<file path="src/rtl/wbu_pkg.sv">
// Shared definitions for the wishbone-over-UART word/symbol path.
// Both the serializer and the receive-side re-packer use the length decode below.
package wbu_pkg;

  localparam logic [6:0] WBU_NL = 7'h40;

  typedef enum logic {
    StIdle,
    StCollect
  } wbu_state_e;

  // Number of 6-bit symbols (1..6) in a word, decoded from its first symbol.
  function automatic logic [2:0] wbu_word_len(input logic [5:0] sym);
    logic [2:0] len;
    if (sym[5:3] == 3'b000) begin
      len = 3'd1;
    end else if (sym[5:2] == 4'b0010) begin
      len = 3'd6;
    end else if (sym[5:2] == 4'b0011) begin
      len = 3'd2 + {1'b0, sym[1:0]};
    end else if (sym[5:4] == 2'b01) begin
      len = 3'd2;
    end else if (sym[5:4] == 2'b10) begin
      len = 3'd1;
    end else begin
      len = 3'd6;
    end
    return len;
  endfunction

endpackage

</file>
<file path="src/rtl/wbu_reword.sv">
// Re-packs decoded 6-bit symbols into left-aligned 36-bit words.
// Partial words are dropped with an o_err pulse on newline or inter-symbol timeout.
module wbu_reword
  import wbu_pkg::*;
#(
  parameter int unsigned LGTIMEOUT = 20
) (
  input  logic        i_clk,
  input  logic        i_rst_n,
  input  logic        i_stb,
  input  logic [6:0]  i_nl_hexbits,
  output logic        o_stb,
  output logic [35:0] o_word,
  output logic        o_err,
  output logic        o_busy
);

  localparam int unsigned TW = (LGTIMEOUT > 0) ? LGTIMEOUT : 1;

  wbu_state_e     state_q, state_d;
  logic [35:0]    buf_q, buf_d;
  logic [2:0]     pos_q, pos_d;
  logic [2:0]     rem_q, rem_d;
  logic [TW-1:0]  tcnt_q, tcnt_d;
  logic           stb_q, stb_d;
  logic           err_q, err_d;
  logic [35:0]    word_q, word_d;

  logic [5:0]     sym;
  logic           is_nl;
  logic [2:0]     len;
  logic [4:0]     shamt;
  logic [35:0]    slot;
  logic           tmo;

  assign sym   = i_nl_hexbits[5:0];
  assign is_nl = i_nl_hexbits[6];
  assign len   = wbu_word_len(sym);
  // Slot k starts 6*k bits below the top of the word.
  assign shamt = {pos_q, 2'b00} + {1'b0, pos_q, 1'b0};
  assign slot  = {sym, 30'd0} >> shamt;
  assign tmo   = (LGTIMEOUT > 0) && (&tcnt_q);

  always_comb begin
    state_d = state_q;
    buf_d   = buf_q;
    pos_d   = pos_q;
    rem_d   = rem_q;
    tcnt_d  = tcnt_q;
    stb_d   = 1'b0;
    err_d   = 1'b0;
    word_d  = word_q;
    unique case (state_q)
      StIdle: begin
        tcnt_d = '0;
        if (i_stb && !is_nl) begin
          buf_d = {sym, 30'd0};
          pos_d = 3'd1;
          rem_d = len - 3'd1;
          if (len == 3'd1) begin
            stb_d  = 1'b1;
            word_d = {sym, 30'd0};
          end else begin
            state_d = StCollect;
          end
        end
      end
      StCollect: begin
        // An arriving symbol takes priority over a timeout expiring in the same cycle.
        if (i_stb) begin
          tcnt_d = '0;
          if (is_nl) begin
            err_d   = 1'b1;
            state_d = StIdle;
          end else begin
            buf_d = buf_q | slot;
            pos_d = pos_q + 3'd1;
            rem_d = rem_q - 3'd1;
            if (rem_q == 3'd1) begin
              stb_d   = 1'b1;
              word_d  = buf_q | slot;
              state_d = StIdle;
            end
          end
        end else if (tmo) begin
          err_d   = 1'b1;
          tcnt_d  = '0;
          state_d = StIdle;
        end else if (LGTIMEOUT > 0) begin
          tcnt_d = tcnt_q + TW'(1);
        end
      end
      default: state_d = StIdle;
    endcase
  end

  always_ff @(posedge i_clk or negedge i_rst_n) begin
    if (!i_rst_n) begin
      state_q <= StIdle;
      buf_q   <= '0;
      pos_q   <= '0;
      rem_q   <= '0;
      tcnt_q  <= '0;
      stb_q   <= 1'b0;
      err_q   <= 1'b0;
      word_q  <= '0;
    end else begin
      state_q <= state_d;
      buf_q   <= buf_d;
      pos_q   <= pos_d;
      rem_q   <= rem_d;
      tcnt_q  <= tcnt_d;
      stb_q   <= stb_d;
      err_q   <= err_d;
      word_q  <= word_d;
    end
  end

  assign o_stb  = stb_q;
  assign o_err  = err_q;
  assign o_word = word_q;
  assign o_busy = (state_q == StCollect);

endmodule

</file>
<file path="config.mk">
export PLATFORM = sky130hd
export DESIGN_NAME = wbu_reword
export DESIGN_NICKNAME = d
export VERILOG_FILES = /design/src/rtl/wbu_pkg.sv /design/src/rtl/wbu_reword.sv
export SDC_FILE = /design/constraint.sdc
export NUM_CORES = 1
export LEC_CHECK = 0
export BUFFER_PORTS_ARGS = -buffer_cell sky130_fd_sc_hd__buf_4
export CAP_MARGIN = 5
export CORE_MARGIN = 2
export CORE_UTILIZATION = 25
export DETAILED_ROUTE_END_ITERATION = 7
export GPL_TIMING_DRIVEN = 0
export MAX_ROUTING_LAYER = met4
export PLACE_DENSITY = 0.46
export SETUP_SLACK_MARGIN = 0.5
export SLEW_MARGIN = 20
export SYNTH_ARGS = -nofsm -noshare
export SYNTH_HDL_FRONTEND = slang
export SYNTH_SLANG_ARGS = --single-unit
</file>
<file path="constraint.sdc">
create_clock -name i_clk -period 2.2 [get_ports i_clk]
set_input_delay 0.55 -clock i_clk [delete_from_list [all_inputs] [get_ports i_clk]]
set_output_delay 0.55 -clock i_clk [all_outputs]
set_load 0.01 [all_outputs]
</file>
### Word-level counts from Yosys, hierarchy flattened

Index checks and enable logic that the tools add are counted.

| storage, ports and cells | value |
|---|---|
| bits in registers | 101 |
| input port bits | 10 |
| output and inout bits | 39 |
| logic and storage cells | 77 |

| cells by class | value |
|---|---|
| $add $sub $neg | 6 |
| equality and inequality tests | 11 |
| shift operators | 1 |
| multiplexer cells | 43 |
| bitwise logic cells | 2 |
| reductions and logical operators | 6 |

Operator list:

| cell | number |
|---|---|
| $mux W36 | 8 |
| $pmux W36 S2 | 2 |
| $mux W20 | 2 |
| $pmux W20 S2 | 1 |
| $or A36 B36 Y36 | 1 |
| $shr A36 B5 Y36 | 1 |
| $mux W3 | 11 |
| $add A20 B1 Y20 const B | 1 |
| $reduce_and A20 Y1 | 1 |
| $mux W1 | 15 |
| $pmux W3 S2 | 2 |
| $eq A4 B2 Y1 const B | 2 |
| $ne A2 B2 Y1 const B | 4 |
| $eq A3 B1 Y1 const B | 2 |
| $sub A3 B1 Y3 const B | 2 |
| $add A5 B4 Y5 | 1 |
| $reduce_and A5 Y1 | 1 |
| $pmux W1 S2 | 2 |
| $add A2 B2 Y3 const A | 1 |
| $add A3 B1 Y3 const B | 1 |
| $logic_not A3 Y1 | 1 |
| $reduce_and A3 Y1 | 1 |
| $eq A2 B1 Y1 const B | 1 |
| $eq A2 B2 Y1 const B | 1 |
| 4 further kinds | 4 |

### Longest topological paths before layout

Gate-level depths: netlist of run 1.

| depth | value |
|---|---|
| depth in word-level cells | 10 |
| gate-level depth with buffers | 11 |
| gate-level depth less buffers | 11 |

### Worst setup path before layout of run 1

OpenSTA, ideal clock, no wires.

| timing | value |
|---|---|
| path kind | input-to-reg |
| start | input port i_nl_hexbits[4] |
| end | register word_q[35], in the netlist o_word[35] |
| library setup time | 125 ps |
| arrival | 2359 ps |
| data required time | 2075 ps |
| path slack | -284 ps |
| stages on the path | 11 |
| buffers on the path | 0 |
| path through | inv_1 -> ha_1 -> a21boi_0 -> o21ai_0 -> and2_1 -> ha_1 -> nand2b_1 -> o31ai_1 -> o21ai_1 -> inv_2 -> mux2_2 |

| on the way | value |
|---|---|
| word-level cells in the longest chain between the ends | 9 |
| elaborated cells between the ends (all ways) | 19 |
| classes of those cells | eq/ne (6); shift (1); mux (9); bitwise (1); reduce/logical (2) |

Ends and longest elaborated chain:

| item | RTL line | text |
|---|---|---|
| start: declaration | wbu_reword.sv:11 | `input logic [6:0] i_nl_hexbits,` |
| $eq A2 B2 Y1 | wbu_pkg.sv:23 | `end else if (sym[5:4] == 2'b10) begin` |
| $mux W3 | wbu_pkg.sv:23 |  |
| $mux W3 | wbu_pkg.sv:21 | `end else if (sym[5:4] == 2'b01) begin` |
| $mux W3 | wbu_pkg.sv:19 | `end else if (sym[5:2] == 4'b0011) begin` |
| $mux W3 | wbu_pkg.sv:17 | `end else if (sym[5:2] == 4'b0010) begin` |
| $mux W3 | wbu_pkg.sv:15 | `if (sym[5:3] == 3'b000) begin` |
| $eq A3 B1 Y1 | wbu_reword.sv:60 | `if (len == 3'd1) begin` |
| $ne A2 B2 Y1 (no line) | -- |  |
| $reduce_and A5 Y1 (no line) | -- |  |
| end signal: assignment | wbu_reword.sv:115 | `word_q <= word_d;` |
| end: declaration | wbu_reword.sv:27 | `logic [35:0] word_q, word_d;` |

Parallel ways exist; a longest one is shown, timed or not. The select of a mux whose other input is x is not followed.
A chain may end at the register's enable or synchronous reset.

### Final worst setup path of run 1

Same ends and word-level chain as after synthesis.

==> key figures, run 1 <==
Status
  – Outcome: complete, no violations

Yosys
  – Post-synth top area share: 52.9%
  – Synth Area in Simple Gates: 14.9%
  – Top_reg_cell synth: dfrtp_1
  – Adder-cell share of the synthesized area: 2.51%
  – Post-synth EDFFs: 0
  – Top cells by count, synth: dfrtp_1 (101), nor2_1 (56), a21oi_1 (52), o2bb2ai_1 (29), clkbuf_1 (22)
  – Net Count, Synth: 488
  – Seq/Total Area, Yosys: 52.9%
  – Synth area leader: dfrtp_1
  – Mux cell area share after synthesis: 4.35%
  – Largest family of logic cells by synthesized area: compound AO/OA/AOI/OAI gates
  – Post-synth cell types: 47
  – Async S/R FF share, synth: 100%
  – Most frequent cell after synthesis: dfrtp_1
  – Yosys Warn Count: 0
  – Compound-Gate Fraction of Synth Area: 18.7%
  – Mapped Cells: 469
  – Syn Area/Cell: 10.2 sq um
  – Synth area leaders: dfrtp_1 (53%), a21oi_1 (5.4%), o2bb2ai_1 (5.3%)
  – Synthesized area: 0.00478 sq mm
  – #FFs+latches synth: 101
  – Fraction of synthesized cell area in xor and xnor cells: 3.12%

Placement
  – IO Port Bufs: 47
  – Routability cong.: 0.740
  – Dpl hpwl: 9030 um

Critical path
  – Critical path class: input port to flop
  – CP arrival: 2440 ps
  – Critical Path Start Type: input port
  – CP bufs+invs: 3
  – Crit-path max cell delay: 420 ps
  – CP top delay family: compound AO/OA/AOI/OAI gates
  – Slowest-stage cell, CP: o21ai_4
  – Cell mode on critical path: ha_4
  – Crit-path cells: buf_12 > inv_12 > ha_4 > a21boi_2 > o21ai_1 > and2_4 > ha_4 > nand2b_4 > o31ai_4 > o21ai_4 > inv_4 > mux2_4
  – Crit-path max FO: 7
  – Worst path required time: 2450 ps
  – Crit end category: flop

Timing
  – Setup TNS: 0 ps
  – Minimum clock period: 2190 ps
  – RSZ-0062 raised after global routing: true
  – Fmax: 457 MHz
  – Tcrit/Tclk final: 99.5%
  – Worst Skew: 8.84 ps
  – Final setup viols: 0
  – Relative slew slack: 36.9%
  – Worst Tran Pin Value: 947 ps
  – Hold_ws: 301 ps
  – Number of slew-limit violations in the final report: 0
  – Endpoints failing hold: 0

Floorplan
  – Die height: 142 um
  – # rows: 50
  – Core Area: 0.0187 sq mm
  – Die area: 0.0202 sq mm
  – Initial Utilization: 25.6%
  – Die Wd: 142 um
  – Ports: 49

GRT
  – First-pass GRT wire length: 23,400 um
  – Initial antenna violation count: 0
  – Vias in the first global route: 4,324
  – Grt ovf: 0
  – Pin count of the biggest net entering global routing: 102
  – Total track usage: 15.3%

Clock network
  – Clock transition at path regs: 80 ps
  – H-tree depth: 3
  – Clk buf depth: 2
  – CTS Buf Count: 9
  – Worst skew pair latency: 360 ps
  – CTS Sinks: 101
  – TritonCTS clock tree: yes
  – CTS root buf: clkbuf_16

Final layout
  – Nets: 601
  – Layout cell share with drive strength beyond 1: 48.0%
  – Antenna cell count: 0
  – P&R area growth vs syn: 53.4%

Detailed routing
  – WL per Instance: 17.7 um
  – Via density: 4.95
  – WL final: 14,500 um
  – ANT nets after route: 0
  – DRC: 0
  – DRT iter0 DRCs: 272
  – 1st-pass router iterations: 4
  – Via count: 4,061

Power and ir drop
  – Leakage: 3.09 nW
  – Pwr Density: 1120 mW/mm^2
  – Highest ir drop seen on vdd: 0.559 mV

Run
  – Max Cap Viol: 0

Hold path
  – Worst hold path type: input port to async pin
power breakdown:
part	total, W	leakage, nW	internal, W	switching [W]
sequential	0.00269	1.35	0.00231	0.000377
combinational	0.00387	1.59	0.00188	0.00199
clock	0.00162	0.142	0.000800	0.000824
kinds of logic (layout without fill, tap and decap cells):
family	count (synthesis)	after routing
simple gates	144	144
xor+xnor	17	17
compound gates	136	136
mux	20	20
flops	101	101
fa+ha+maj	9	9
buf+inv	42	160
timing repair:
item | in CTS | in global routing
setup endpoints to repair | 96 | 94
resized for setup | 107 | 78
endpoints found under the hold margin | 0 | 0
pin swaps | 60 | 35
setup buffers | 42 | 8
hold buffers | 0 | 0
cloned | 5 | 0
registers in the layout, indices dropped and copies added, names as in the netlist:
| signal | count |
|---|---|
| o_busy | 1 |
| o_err | 1 |
| o_stb | 1 |
| buf_q | 36 |
| tcnt_q | 20 |
| pos_q | 3 |
| o_word | 36 |
| rem_q | 3 |
layout by cell type (no fill, tap or decap), types with 4 or more instances in the layout:
cell / instances
nand2b_1: 5
nand2_1: 17
clkbuf_2: 7
a31oi_1: 7
or3_4: 5
clkbuf_1: 6
clkbuf_16: 11
mux2i_1: 11
nand3_1: 5
clkbuf_8: 8
inv_1: 13
nor2_2: 5
mux2_2: 4
nand4_1: 4
and2_4: 4
buf_4: 70
o2bb2ai_4: 4
a22o_1: 11
dfrtp_1: 98
buf_12: 4
ha_4: 4
o21ai_1: 5
a21oi_1: 18
o21ai_2: 6
nor2_1: 38
o2bb2ai_2: 8
buf_6: 25
o2bb2ai_1: 17
xnor2_1: 10
nor2_4: 13
a21oi_2: 31
o22ai_4: 4
xor2_1: 4
nor3_1: 11
final cells by class:
cell class / count / area [sq um]
Buffer: 26 / 234
Clock buffer: 9 / 225
Clock inverter: 7 / 63.8
Fill cell: 1787 / 11400
Inverter: 16 / 87.6
Multi-Input combinational cell: 326 / 2970
Sequential cell: 101 / 2530
Tap cell: 234 / 293
Timing Repair Buffer: 102 / 931
metrics by stage:
stage          setup slack, ps  std cells  power (W)  instance area [sq um]  utilization, %
2_1_floorplan            -70.4        469    0.00444                   5100               -
5_1_grt                  -52.4        821    0.00864                   7330            39.2
3_5_place_dp              -576        750    0.00538                   5750            30.7
4_1_cts                   22.7        813    0.00785                   6910            37.0
3_3_place_gp              -590        750    0.00533                   5740            30.7
6_report                  11.8        821    0.00818                   7330            39.2
routing by layer:
layer  vias to the layer above  global-route usage, %  wire length (um)
li1                       1917                      -                 -
met1                      2064                   19.7              6760
met2                        62                   24.5              7150
met3                        18                   2.96               353
met4                         0                   4.58               255
met5                         -                      -                 0
path summary, 6_finish.rpt:
kind                                 startpoint          to  slack, ps  cells past startpoint
worst max-delay path            i_nl_hexbits[4]  o_word[35]         10                     12
worst min-delay path                    i_rst_n       o_stb        300                      1
worst max register to register         pos_q[0]  o_word[16]         30                      7
worst min register to register       o_word[12]  o_word[12]        490                      1
max in group asynchronous               i_rst_n    pos_q[2]       1220                      1
min in group i_clk                        i_stb       o_err        460                      3
No activity file was read; power rests on OpenSTA's default activity.
==> run 2, diff against run 1 <==
--- a/config.mk
+++ b/config.mk
@@ -14,4 +14,5 @@
 export MAX_ROUTING_LAYER = met4
 export PLACE_DENSITY = 0.46
+export RECOVER_POWER = 50
 export SETUP_SLACK_MARGIN = 0.5
 export SLEW_MARGIN = 20
==> constraint.sdc (replaced) <==
create_clock -name i_clk -period 2.2 [get_ports i_clk]
set_input_delay 0.44 -clock i_clk [delete_from_list [all_inputs] [get_ports i_clk]]
set_output_delay 0.44 -clock i_clk [all_outputs]
set_load 0.01 [all_outputs]
==> key figures, run 2 (synthesis results as in run 1) <==
Status
  – Outcome: complete, but fails checks
  – Failing checks: negative setup slack

Power and ir drop
  – Highest ir drop seen on vdd: 0.590 mV
  – Leakage: 3.07 nW
  – Pwr Density: 1140 mW/mm^2

Timing
  – Endpoints failing hold: 0
  – Relative slew slack: 6.24%
  – Tcrit/Tclk final: 100%
  – Post-route worst setup slack: -5.56 ps
  – Fmax: 453 MHz
  – Setup TNS: -5.59 ps
  – Worst Skew: 10.4 ps
  – Final setup viols: 2
  – Minimum clock period: 2210 ps
  – Worst Tran Pin Value: 1410 ps
  – RSZ-0062 raised after global routing: true
  – Number of slew-limit violations in the final report: 0

Floorplan
  – Die area: 0.0202 sq mm
  – # rows: 50
  – Core Area: 0.0187 sq mm
  – Initial Utilization: 25.6%
  – Die Wd: 142 um
  – Die height: 142 um
  – Ports: 49

Placement
  – IO Port Bufs: 47
  – Routability cong.: 0.794
  – Dpl hpwl: 8990 um

Final layout
  – Layout cell share with drive strength beyond 1: 45.0%
  – P&R area growth vs syn: 51.5%
  – Core Util, Final: 38.7%
  – Commonest non-fill, non-tap cells in the layout: dfrtp_1 (97), buf_4 (72), nor2_1 (49)
  – Commonest non-fill, non-tap cell in the layout: dfrtp_1
  – Antenna cell count: 0
  – Nets: 607

GRT
  – Grt ovf: 0
  – First-pass GRT wire length: 22,900 um
  – Pin count of the biggest net entering global routing: 102
  – Total track usage: 15.1%
  – Vias in the first global route: 4,257
  – Initial antenna violation count: 0

Detailed routing
  – WL final: 14,500 um
  – DRT iter0 DRCs: 225
  – WL met3: 648 um
  – WL per Instance: 17.5 um
  – Max layer used: met4
  – 1st-pass router iterations: 4
  – Via count: 4,077
  – Met2 Wirelength: 6840 um
  – Routed met1 length: 6710 um
  – ANT nets after route: 0
  – Via density: 4.93
  – DRC: 0

Clock network
  – Worst skew pair latency: 360 ps
  – CTS Sinks: 101
  – TritonCTS clock tree: yes
  – Clock transition at path regs: 80 ps
  – CTS hold repair buffers: 0
  – CTS root buf: clkbuf_16
  – H-tree depth: 3
  – CTS Buf Count: 9
  – Clk buf depth: 2

Critical path
  – CP arrival: 2450 ps
  – Crit-path max FO: 7
  – Critical path class: flop to flop
  – Worst path required time: 2450 ps
  – Crit end category: flop
  – Critical Path Start Type: flop

Hold path
  – Worst hold path type: input port to flop

Run
  – Max Cap Viol: 0
## run 2: changes by cell type in the layout (fill, tap and decap cells not counted), moves of 3 or more
cell / delta
o2bb2ai_2: -5
clkbuf_1: +4
o2bb2ai_1: +7
clkbuf_8: -4
nor2_4: -8
nor2_2: -3
nor2_1: +11
clkbuf_4: +3
## run 2: worst max-delay path, stage by stage (launching register included)
cell       delay (ps)
dfrtp_1           430
ha_4              190
fa_2              570
or2_4             140
clkbuf_16         150
nor3_2             40
or3_4             380
a22o_1            190
## run 2: power breakdown
| part | total (W) | internal (W) | switching [W] |
|---|---|---|---|
| Clock | 0.00156 | 0.000786 | 0.000774 |
| Sequential | 0.00263 | 0.00231 | 0.000324 |
| Combinational | 0.00406 | 0.00200 | 0.00206 |
## run 2: metrics by stage
stage / cells / setup WS [ps] / instance area [sq um] / hold WS (ps) / power [W]
finish: 827 / -5.56 / 7240 / 360 / 0.00826
global route: 827 / -60.1 / 7240 / 385 / 0.00875
CTS: 811 / -14.9 / 6790 / 219 / 0.00773
detailed placement: 750 / -457 / 5720 / 475 / 0.00534
global placement: 750 / -414 / 5720 / 461 / 0.00528
floorplan: 469 / 16.4 / 5070 / 144 / 0.00441
## run 2: final cells by class
| cell class | count | area [sq um] |
|---|---|---|
| buffer | 26 | 231 |
| clock buffer | 9 | 225 |
| clock inverter | 7 | 56.3 |
| fill | 1786 | 11500 |
| inverter | 16 | 87.6 |
| multi-input combinational | 326 | 2860 |
| sequential | 101 | 2530 |
| tap | 234 | 293 |
| timing repair buffer | 108 | 958 |
## run 2: routing by layer
layer  up-vias  GRT usage [%]
met5         -              -
li1       1932              -
met4         0           5.84
met2        90           22.9
met1      2043           19.5
met3        12           3.60
## run 2: path summary, 6_finish.rpt
| check | slack [ps] | startpoint | cells past startpoint | to |
|---|---|---|---|---|
| max reg2reg | -6 | pos_q[1] | 7 | buf_q[17] |
| max in group asynchronous | 820 | i_rst_n | 1 | pos_q[2] |
| min | 360 | i_nl_hexbits[6] | 3 | o_err |
| max | -6 | pos_q[1] | 7 | buf_q[17] |
| min reg2reg | 490 | o_word[11] | 1 | o_word[11] |
| min in group asynchronous | 400 | i_rst_n | 1 | tcnt_q[15] |
## run 2: repair_timing
| action | 4_1_cts | 5_1_grt |
|---|---|---|
| resized for setup | 98 | 78 |
| endpoints found under the setup margin | 95 | 82 |
| pin swaps | 41 | 43 |
| gates cloned | 1 | 0 |
| buffers inserted | 44 | 16 |
==> run 3, diff against run 2 <==
--- a/config.mk
+++ b/config.mk
@@ -13,5 +13,5 @@
 export GPL_TIMING_DRIVEN = 0
 export MAX_ROUTING_LAYER = met4
-export PLACE_DENSITY = 0.46
+export PLACE_DENSITY = 0.47
 export RECOVER_POWER = 50
 export SETUP_SLACK_MARGIN = 0.5
==> constraint.sdc (replaced) <==
create_clock -name i_clk -period 1.8 [get_ports i_clk]
set_input_delay 0.18 -clock i_clk [delete_from_list [all_inputs] [get_ports i_clk]]
set_output_delay 0.18 -clock i_clk [all_outputs]
set_load 0.01 [all_outputs]
==> key figures, run 3 (synthesis results as in run 1) <==
Critical path
  – Crit-path cells: ha_2 > fa_2 > or2_4 > clkbuf_16 > nor3_2 > or3_4 > a22o_1
  – Crit-path max FO: 7
  – Slowest-stage cell, CP: fa_2
  – CP top delay family: adder cells
  – Worst path required time: 2040 ps
  – Critical path class: flop to flop
  – Critical Path Start Type: flop
  – Crit end category: flop
  – Crit-path max cell delay: 540 ps
  – CP bufs+invs: 1
  – CP arrival: 2440 ps

Timing
  – Worst Tran Pin Value: 1490 ps
  – Post-route worst setup slack: -393 ps
  – Final setup viols: 72
  – Endpoints failing hold: 0
  – RSZ-0062 raised after global routing: true
  – Relative slew slack: 0.706%
  – Worst Skew: 7.62 ps
  – Setup TNS: -17,120 ps
  – Minimum clock period: 2190 ps
  – Fmax: 456 MHz
  – Number of slew-limit violations in the final report: 0
  – Tcrit/Tclk final: 122%

Detailed routing
  – DRT iter0 DRCs: 154
  – Via count: 4,012
  – WL final: 14,000 um
  – DRC: 0
  – ANT nets after route: 0
  – WL per Instance: 17.3 um
  – 1st-pass router iterations: 6
  – Via density: 4.96

Placement
  – Post-placement cell count: 750
  – IO Port Bufs: 47
  – Dpl hpwl: 8990 um
  – Routability cong.: 0.793
  – Pre-CTS setup slack: -667 ps

Final layout
  – Commonest non-fill, non-tap cells in the layout: dfrtp_1 (96), buf_4 (71), nor2_1 (39)
  – Layout cell share with drive strength beyond 1: 48.0%
  – Antenna cell count: 0
  – Commonest non-fill, non-tap cell in the layout: dfrtp_1
  – Finished Layout Cells: 809
  – P&R area growth vs syn: 49.6%
  – Nets: 589

Clock network
  – CTS root buf: clkbuf_16
  – H-tree depth: 3
  – Clock transition at path regs: 70 ps
  – CTS Buf Count: 9
  – Worst skew pair latency: 360 ps
  – Clk buf depth: 2
  – CTS hold repair buffers: 0
  – CTS Sinks: 101
  – TritonCTS clock tree: yes

Floorplan
  – Ports: 49
  – # rows: 50
  – Die area: 0.0202 sq mm
  – Core Area: 0.0187 sq mm
  – Die height: 142 um
  – Initial Utilization: 25.6%
  – Die Wd: 142 um

GRT
  – Initial antenna violation count: 0
  – Grt ovf: 0
  – Pin count of the biggest net entering global routing: 102
  – Vias in the first global route: 4,123
  – Total track usage: 14.6%
  – First-pass GRT wire length: 22,100 um

Run
  – Max Cap Viol: 0

Status
  – Outcome: complete, but fails checks
  – Failing checks: negative setup slack

Power and ir drop
  – Pwr Density: 1350 mW/mm^2
  – Pwr Total: 0.00965 W
  – Highest ir drop seen on vdd: 0.759 mV
  – Leakage: 2.99 nW

Hold path
  – Worst hold path type: input port to async pin
run 3: where the power goes:
part	switching (W)	internal, W
sequential	0.000392	0.00282
combinational	0.00243	0.00215
clock	0.000907	0.000950
run 3: metrics by stage:
stage               hold WS, ps  util (%)  instance area (sq um)
floorplan                  -116         -                   4990
global placement            460      30.1                   5640
detailed placement          385      30.2                   5640
CTS                        5.05      35.7                   6680
global route                137      38.2                   7150
finish                      126      38.2                   7150
run 3: path summary, 6_finish.rpt:
kind	depth (start not counted)	to	slack, ps	start
worst max-delay path	7	buf_q[16]	-390	pos_q[0]
worst min-delay path	1	o_stb	130	i_rst_n
worst max register to register	7	buf_q[16]	-390	pos_q[0]
worst min register to register	1	o_word[1]	490	o_word[1]
max in group asynchronous	1	o_busy	540	i_rst_n
min in group i_clk	3	o_err	130	i_nl_hexbits[6]
run 3: what timing repair did:
item,CTS,global route
hold endpoints to repair,0,0
setup endpoints to repair,99,100
pin swaps,39,40
cloned,1,0
buffers inserted,30,12
gates resized for setup,112,100
run 3: worst register-to-register path, stage by stage, from the launching register on:
cell	delay, ps
dfrtp_1	420
ha_2	210
fa_2	540
or2_4	130
clkbuf_16	150
nor3_2	50
or3_4	410
a22o_1	190
run 3: routing by layer:
metal,vias up,track usage [%],wire length (um)
li1,1892,-,-
met5,-,-,0
met4,0,5.16,269
met3,22,2.86,537
met2,79,22.8,6810
met1,2019,19.1,6340
run 3: area by class of cell:
cell class	instances	area, sq um
repair buffers	90	788
plain buffers	26	226
flip-flops and latches	101	2530
multi-input cells	326	2950
clock buffers	10	229
clock inverters	6	51.3
fillers	1799	11600
well taps	234	293
inverters	16	82.6
